**src/rtl/softplus_inv_seq.sv**
```systemverilog
// softplus_inv_seq: piecewise-linear inverse-softplus estimator.
// A sample y is captured in IDLE, an 8-step scan over breakpoints x1..x8
// selects one of nine slices, then x = m(slice)*y + c(slice) is formed in
// two registered steps (MUL, ADD) and held until the consumer accepts it.
// All values are 32-bit sign-magnitude Q4.27 (1.0 = 0x08000000).
module softplus_inv_seq (
    input  logic        clk,
    input  logic        rst,
    input  logic        in_valid,
    output logic        in_ready,
    input  logic [31:0] data_in,
    output logic        out_valid,
    input  logic        out_ready,
    output logic [31:0] data_out,
    input  logic        cfg_we,
    input  logic [4:0]  cfg_addr,
    input  logic [31:0] cfg_wdata,
    output logic        busy
);

    typedef enum logic [2:0] {
        IDLE   = 3'd0,
        SEARCH = 3'd1,
        MUL    = 3'd2,
        ADD    = 3'd3,
        HOLD   = 3'd4
    } state_t;

    state_t      state_r;
    logic [31:0] coef_r [0:25];   // 0-8 m1..m9, 9-17 c1..c9, 18-25 x1..x8
    logic [31:0] y_r;
    logic [31:0] prod_r;
    logic [3:0]  slice_r;          // 1..9
    logic [2:0]  step_r;           // scan step 0..7 compares against x(step+1)
    logic [4:0]  m_idx_s;
    logic [4:0]  c_idx_s;
    logic [4:0]  x_idx_s;

    // Signed sign-magnitude a >= b; negative zero is treated as zero.
    function automatic logic sm_ge(input logic [31:0] a, input logic [31:0] b);
        logic a_neg;
        logic b_neg;
        a_neg = a[31] && (a[30:0] != 31'd0);
        b_neg = b[31] && (b[30:0] != 31'd0);
        if (a_neg != b_neg) begin
            sm_ge = !a_neg;
        end else if (!a_neg) begin
            sm_ge = (a[30:0] >= b[30:0]);
        end else begin
            sm_ge = (a[30:0] <= b[30:0]);
        end
    endfunction

    // Sign-magnitude fixed-point multiply, truncating, saturating magnitude.
    function automatic logic [31:0] sm_mul(input logic [31:0] a, input logic [31:0] b);
        logic [61:0] full;
        logic [34:0] scaled;
        logic [30:0] mag;
        full   = {31'd0, a[30:0]} * {31'd0, b[30:0]};
        scaled = full[61:27];
        if (scaled > 35'h07FFFFFFF) begin
            mag = 31'h7FFFFFFF;
        end else begin
            mag = scaled[30:0];
        end
        if (mag == 31'd0) begin
            sm_mul = 32'h00000000;
        end else begin
            sm_mul = {a[31] ^ b[31], mag};
        end
    endfunction

    // Sign-magnitude add with magnitude saturation; zero result is +0.
    function automatic logic [31:0] sm_add(input logic [31:0] a, input logic [31:0] b);
        logic [31:0] sum;
        logic [30:0] mag;
        logic        sgn;
        sum = {1'b0, a[30:0]} + {1'b0, b[30:0]};
        if (a[31] == b[31]) begin
            mag = sum[31] ? 31'h7FFFFFFF : sum[30:0];
            sgn = a[31];
        end else if (a[30:0] > b[30:0]) begin
            mag = a[30:0] - b[30:0];
            sgn = a[31];
        end else if (b[30:0] > a[30:0]) begin
            mag = b[30:0] - a[30:0];
            sgn = b[31];
        end else begin
            mag = 31'd0;
            sgn = 1'b0;
        end
        if (mag == 31'd0) begin
            sm_add = 32'h00000000;
        end else begin
            sm_add = {sgn, mag};
        end
    endfunction

    // Handshake status decoded straight from the state register.
    always_comb begin
        in_ready = (state_r == IDLE);
        busy     = (state_r != IDLE);
    end

    // Coefficient-file addresses for the current slice and scan step.
    always_comb begin
        m_idx_s = 5'd0;
        c_idx_s = 5'd9;
        if ((slice_r >= 4'd1) && (slice_r <= 4'd9)) begin
            m_idx_s = {1'b0, slice_r} - 5'd1;
            c_idx_s = {1'b0, slice_r} + 5'd8;
        end else begin
            m_idx_s = 5'd0;
            c_idx_s = 5'd9;
        end
        x_idx_s = 5'd18 + {2'b00, step_r};
    end

    // Main sequencer: coefficient writes, scan, multiply, add, output hold.
    always_ff @(posedge clk or posedge rst) begin
        if (rst) begin
            state_r   <= IDLE;
            out_valid <= 1'b0;
            data_out  <= 32'h00000000;
            y_r       <= 32'h00000000;
            prod_r    <= 32'h00000000;
            slice_r   <= 4'd1;
            step_r    <= 3'd0;
            for (int i = 0; i < 26; i++) begin
                coef_r[i] <= 32'h00000000;
            end
        end else begin
            case (state_r)
                IDLE: begin
                    if (cfg_we && (cfg_addr <= 5'd25)) begin
                        coef_r[cfg_addr] <= cfg_wdata;
                    end
                    if (in_valid) begin
                        y_r     <= data_in;
                        slice_r <= 4'd1;
                        step_r  <= 3'd0;
                        state_r <= SEARCH;
                    end
                end
                SEARCH: begin
                    if (sm_ge(y_r, coef_r[x_idx_s])) begin
                        slice_r <= {1'b0, step_r} + 4'd2;
                    end
                    if (step_r == 3'd7) begin
                        state_r <= MUL;
                    end else begin
                        step_r <= step_r + 3'd1;
                    end
                end
                MUL: begin
                    prod_r  <= sm_mul(y_r, coef_r[m_idx_s]);
                    state_r <= ADD;
                end
                ADD: begin
                    data_out  <= sm_add(prod_r, coef_r[c_idx_s]);
                    out_valid <= 1'b1;
                    state_r   <= HOLD;
                end
                HOLD: begin
                    if (out_ready) begin
                        out_valid <= 1'b0;
                        state_r   <= IDLE;
                    end
                end
                default: begin
                    out_valid <= 1'b0;
                    state_r   <= IDLE;
                end
            endcase
        end
    end

endmodule

```
**config.mk**
```make
export PLATFORM = sky130hd
export DESIGN_NAME = softplus_inv_seq
export DESIGN_NICKNAME = d
export VERILOG_FILES = /design/src/rtl/softplus_inv_seq.sv
export SDC_FILE = /design/constraint.sdc
export NUM_CORES = 2
export LEC_CHECK = 0
export ABC_AREA = 1
export ABC_CLOCK_PERIOD_IN_PS = 39300
export CAP_MARGIN = 20
export CORE_MARGIN = 3
export CORE_UTILIZATION = 60
export DETAILED_ROUTE_END_ITERATION = 8
export PLACE_DENSITY = 0.83
export SLEW_MARGIN = 40
export SYNTH_ARGS = -nofsm -noshare
export SYNTH_HDL_FRONTEND = slang
export SYNTH_SLANG_ARGS = --single-unit
export TNS_END_PERCENT = 20
```
**constraint.sdc**
```tcl
create_clock -name clk -period 39.3 [get_ports clk]
set_input_delay 7.86 -clock clk [delete_from_list [all_inputs] [get_ports clk]]
set_output_delay 7.86 -clock clk [all_outputs]
set_load 0.01 [all_outputs]
```
== Yosys cells after proc, flatten, opt, wreduce, memory -nomap -nowiden ==
Index checks and enable logic that the tools add are counted.

* Register bits: 939
* Output and inout port bits: 35
* Word-level logic and storage cells: 134

* Add/subtract/negate cells: 8
* Multiply operators: 1
* Magnitude comparators: 13
* Equal/unequal tests: 12
* Multiplexer cells: 41
* Bitwise gates (word level): 6
* Reduce and logical (&&, ||, !) cells: 20

{| class="wikitable"
|+ Operators with widths
! operator !! number
|-
| $bwmux W832 || 1
|-
| $bmux W32 S5 || 3
|-
| $mux W32 || 9
|-
| $mux W31 || 7
|-
| $demux W32 S5 || 1
|-
| $gt A31 B31 Y1 || 2
|-
| $logic_not A31 Y1 || 2
|-
| $mul A31 B31 Y62 || 1
|-
| $reduce_bool A31 Y1 || 2
|-
| $sub A31 B31 Y31 || 2
|-
| $gt A35 B31 Y1 const B || 1
|-
| $add A31 B31 Y32 || 1
|-
| $ge A31 B31 Y1 || 1
|-
| $le A31 B31 Y1 || 1
|-
| $ge A6 B6 Y1 const B || 4
|-
| $not A5 Y6 || 4
|-
| $mux W3 || 5
|-
| $pmux W3 S5 || 1
|-
| $mux W5 || 2
|-
| $reduce_and A3 Y1 || 3
|-
| $mux W4 || 2
|-
| $ne A2 B2 Y1 const B || 4
|-
| $pmux W4 S2 || 1
|-
| $mux W1 || 7
|-
| other kinds (26) || 34
|}

== Depth between registers and ports, before layout ==
* Depth in word-level cells: 14
* Depth in mapped cells: 58
* Depth with buffers taken out: 50

== Worst setup path before layout ==
OpenSTA, ideal clock, no wires.

* Path kind: reg2reg
* From: reg slice_r[0]
* To: reg prod_r[11]
* Data arrival time: 10.464 ns
* Data required time: 39.170 ns
* Setup slack: 28.706 ns
* Stages on the path, launching flop included: 50
* Buffers on the path: 10
* Cells stage by stage: dfstp_2 inv_2 clkbuf_1 clkbuf_1 buf_1 clkbuf_1 ha_1 nand2_1 nand3_4 nand3_4 inv_2 clkbuf_1 buf_2 clkbuf_1 o21ai_0 a21oi_1 o41ai_1 nand2_1 [14 not listed] inv_1 ha_1 a21oi_1 o21ai_0 a221o_1 a21oi_1 nand2_2 nand2_1 nand2_2 nand2_1 nand3b_1 nand2_1 nand3_2 nor2_8 inv_4 buf_6 o21ai_1 o21ai_1

* Cells in the longest elaborated chain, start to end: 13

{| class="wikitable"
|+ RTL lines
! what !! line !! text
|-
| start: declaration || 33 || <nowiki>logic [3:0] slice_r;</nowiki>
|-
| start signal: assignment || 147 || <nowiki>slice_r <= {1'b0, step_r} + 4'd2;</nowiki>
|-
| $ge A4 B1 Y1 / $le A4 B4 Y1 (equally long branches) || 109 || <nowiki>if ((slice_r >= 4'd1) && (slice_r <= 4'd9)) begin</nowiki>
|-
| $logic_and A1 B1 Y1 || 109 ||
|-
| $mux W5 * || 109 ||
|-
| $not A5 Y6 (implied by the code) * || 156 || <nowiki>prod_r <= sm_mul(y_r, coef_r[m_idx_s]);</nowiki>
|-
| $bmux W32 S5 * || 156 ||
|-
| $mux W32 (implied by the code) * (2 in a row) || 156 ||
|-
| $mul A31 B31 Y62 * || 59 || <nowiki>full = {31'd0, a[30:0]} * {31'd0, b[30:0]};</nowiki>
|-
| $gt A35 B31 Y1 || 61 || <nowiki>if (scaled > 35'h07FFFFFFF) begin</nowiki>
|-
| $mux W31 * || 61 ||
|-
| $mux W31 * || 133 || <nowiki>case (state_r)</nowiki>
|-
| $logic_not A31 Y1 || 66 || <nowiki>if (mag == 31'd0) begin</nowiki>
|-
| $mux W32 * || 66 ||
|-
| end signal: assignment || 156 ||
|-
| end: declaration || 32 || <nowiki>logic [31:0] prod_r;</nowiki>
|}

Every way passes the cells marked *; elsewhere a longest branch is shown, timed or not. The select of a mux whose other input is x is not followed.
A chain may end at the register's enable or synchronous reset.

== Worst setup path in the final report ==
* From: reg slice_r[0]
* To: reg prod_r[0]

Same word-level chain as after synthesis.

==> impl_results.md <==
* Vias at 80,000
* Layout cells sized above 1 at 0.0434
* Yosys warns at 0
* Max Cap Viol at 0
* Top-level I/O count at 109
* Cts hold-fix bufs at 0
* Most instantiated cells after synthesis: nand2_1, o21ai_0, inv_1, dfrtp_1, fa_1
* Setup TNS at 0 ns
* Outcome: finished clean
* Crit path arrival time at 15.86 ns
* Drt total wl at 310,000 um
* Vias/cell at 6.48
* Final Cycle Share at 0.387
* Cts repair resizes at 0
* Crit-path max cell delay at 0.89 ns
* Core ar. at 138,000 um2
* Detailed Routing Iterations Pass 1 at 8
* Slew Limit Fails at 0
* Hold/Removal Path Class: reg -> reg
* Worst slew margin at 0.363
* Maximum buffer depth of the clock tree at 3
* Yosys top cell by area: dfrtp_1
* Initial core utilization at 0.606
* Largest net degree at the start of global routing at 197
* Min Tclk post-route at 15.23 ns
* Detail Route Antenna Nets at 0
* Post-Syn Area per Cell at 7.77 um2
* Yosys reg bits at 939
* Vias in the first global route at 78,900
* Post-DP HPWL at 212,000 um
* Number of synthesized flops with an enable pin at 0
* Ys flop type: dfrtp_1
* Share of the yosys chip area belonging to registers at 0.281
* Setup CP Type: reg -> reg
* Startpoint types: register
* Die height at 379 um
* Crit-path max FO at 132
* GP Congestion at 1.02
* CP max-delay cell: clkinv_1
* Hold Vio Cnt, Final at 0
* Synth top area cells: dfrtp_1, fa_1, nand2_1
* Final setup violation count at 0
* Buf/Inv on CP at 11
* Least-Margin Pin Slew at 0.955 ns
* Number of setup buffers added after CTS at 0
* # clock sinks at 939
* Synthesized Nets at 12,100
* Max frequency at 65.7 MHz
* DP Area at 85,600 um2
* Post-route DRC at 0
* RSZ-0062 raised after global routing: no
* First-pass GRT wire length at 470,000 um
* Nets at 11,700
* IO buf count at 108
* DIE WIDTH at 379 um
* Synthesized instance count at 10,800
* Rows at 136
* Area share of the largest cell type after synthesis at 0.281
* Crit-path leading delay family: buffers and inverters
* CTS tree: yes
* Distinct cells, synth at 64
* Remaining global-route overflow at 0
* CTS buffer count at 99
* Clock Skews at 0.110 ns
* Total GRT Usage at 0.431
* Number of DRC markers in iteration 0 at 10,700
* CTS clock-pin slew for the worst setup and hold paths at 0.06 ns
* Die area at 144,000 um2
* Synthesis-to-layout area growth at 6.73%
* Count leader, synth: nand2_1
* Worst setup EP type: register
* DR WL/cell at 25.1 um
* H-tree depth at 3
* Fin area at 89,300 um2
* Critical Path RT at 39.93 ns
* Skew-Pair Late Insertion Delay at 0.80 ns
* Syn Std Cell Area at 83,700 um2
* Ys async rst share at 1.00
* CTS Root Cell: clkbuf_16
* Cell mode on critical path: fa_1
* Initial antenna violation count at 14
[registers in the layout, indices dropped and copies added (netlist names)]
register   count
coef_r       832
data_out      32
prod_r        32
y_r           32
slice_r        4
state_r        3
step_r         3
out_valid      1
[metrics by stage]
| step | hold WS (ns) | util | instances | setup WS (ns) |
|---|---|---|---|---|
| floorplan | 0.452 | - | 10800 | 5.04 |
| global placement | 0.462 | 0.620 | 12200 | 24.74 |
| detailed placement | 0.465 | 0.621 | 12200 | 24.56 |
| CTS | 0.481 | 0.646 | 12300 | 24.49 |
| global route | 0.497 | 0.647 | 12300 | 23.51 |
| finish | 0.475 | 0.647 | 12400 | 24.07 |
[tightest hold or removal path, stage by stage (launching register included)]
cell and delay [ns]:
dfrtp_1 0.34, nand2_1 0.05, nand2_1 0.05
[cell usage in the layout, fill, tap and decap left out, types with 15 or more instances in the layout]
master	Yosys	final
clkbuf_8	0	20
a31oi_1	28	28
nand3_2	2	15
inv_1	1378	1335
nor3_1	55	52
o21ai_1	35	37
clkinv_1	29	26
inv_2	16	49
nand4_1	35	35
o21ai_0	1441	1439
nor4_1	20	20
buf_4	1	126
a32o_1	60	60
nand2_2	9	23
nor2_1	760	756
xor2_1	76	76
clkbuf_1	571	22
clkbuf_16	0	99
a21oi_1	632	632
clkinv_2	0	31
o31ai_1	16	16
mux2i_1	16	16
ha_1	381	381
clkdlybuf4s50_1	0	108
dfrtp_1	938	932
o221ai_1	62	62
a22oi_1	24	24
nand3_1	285	271
nand2_1	2553	2538
o211ai_1	88	88
o21a_1	31	31
a221oi_1	67	67
fa_1	839	839
a211oi_1	25	25
o22ai_1	21	21
[metal layers]
layer  vias to the layer above  part of all wire  track usage
li1                      33800                 -            -
met1                     38200              0.35        0.534
met2                      6200              0.42        0.634
met3                      1772              0.14        0.149
met4                        16             0.084        0.300
met5                         -            0.0011            0
[area by class of cell]
type                    count  area [um2]
repair buffers            256        2410
clock inverters            43         659
well taps                1863        2330
diodes                      7        17.5
clock buffers             141        2840
fillers                 11500       48700
flip-flops and latches    939       23500
inverters                1424        5380
multi-input cells        7677       52100
[cell families (layout without fill, tap and decap cells)]
family,after synthesis,in the layout,share of synthesized area
muxes,16,16,0.00191
and+or+nand+nor,3752,3752,0.178
buffers and inverters,2144,1864,0.0981
other,0,7,0
adders and majority gates,1220,1220,0.258
AOI/OAI and AO/OA,2601,2601,0.174
xor gates and xnor gates,88,88,0.00930
DFF,939,939,0.281
[final timing paths]
path / to / startpoint / slack [ns] / cells after the start
worst max-delay path: prod_r[0] / slice_r[0] / 24.07 / 44
worst max register to register: prod_r[0] / slice_r[0] / 24.07 / 44
max in group asynchronous: y_r[5] / rst / 28.80 / 6
min in group asynchronous: data_out[19] / rst / 7.58 / 2
worst min-delay path: data_out[3] / data_out[3] / 0.47 / 2
worst min register to register: data_out[3] / data_out[3] / 0.47 / 2
Power is not shown: default switching activity piles up to over one toggle a cycle in this logic, so the estimate is an artifact.
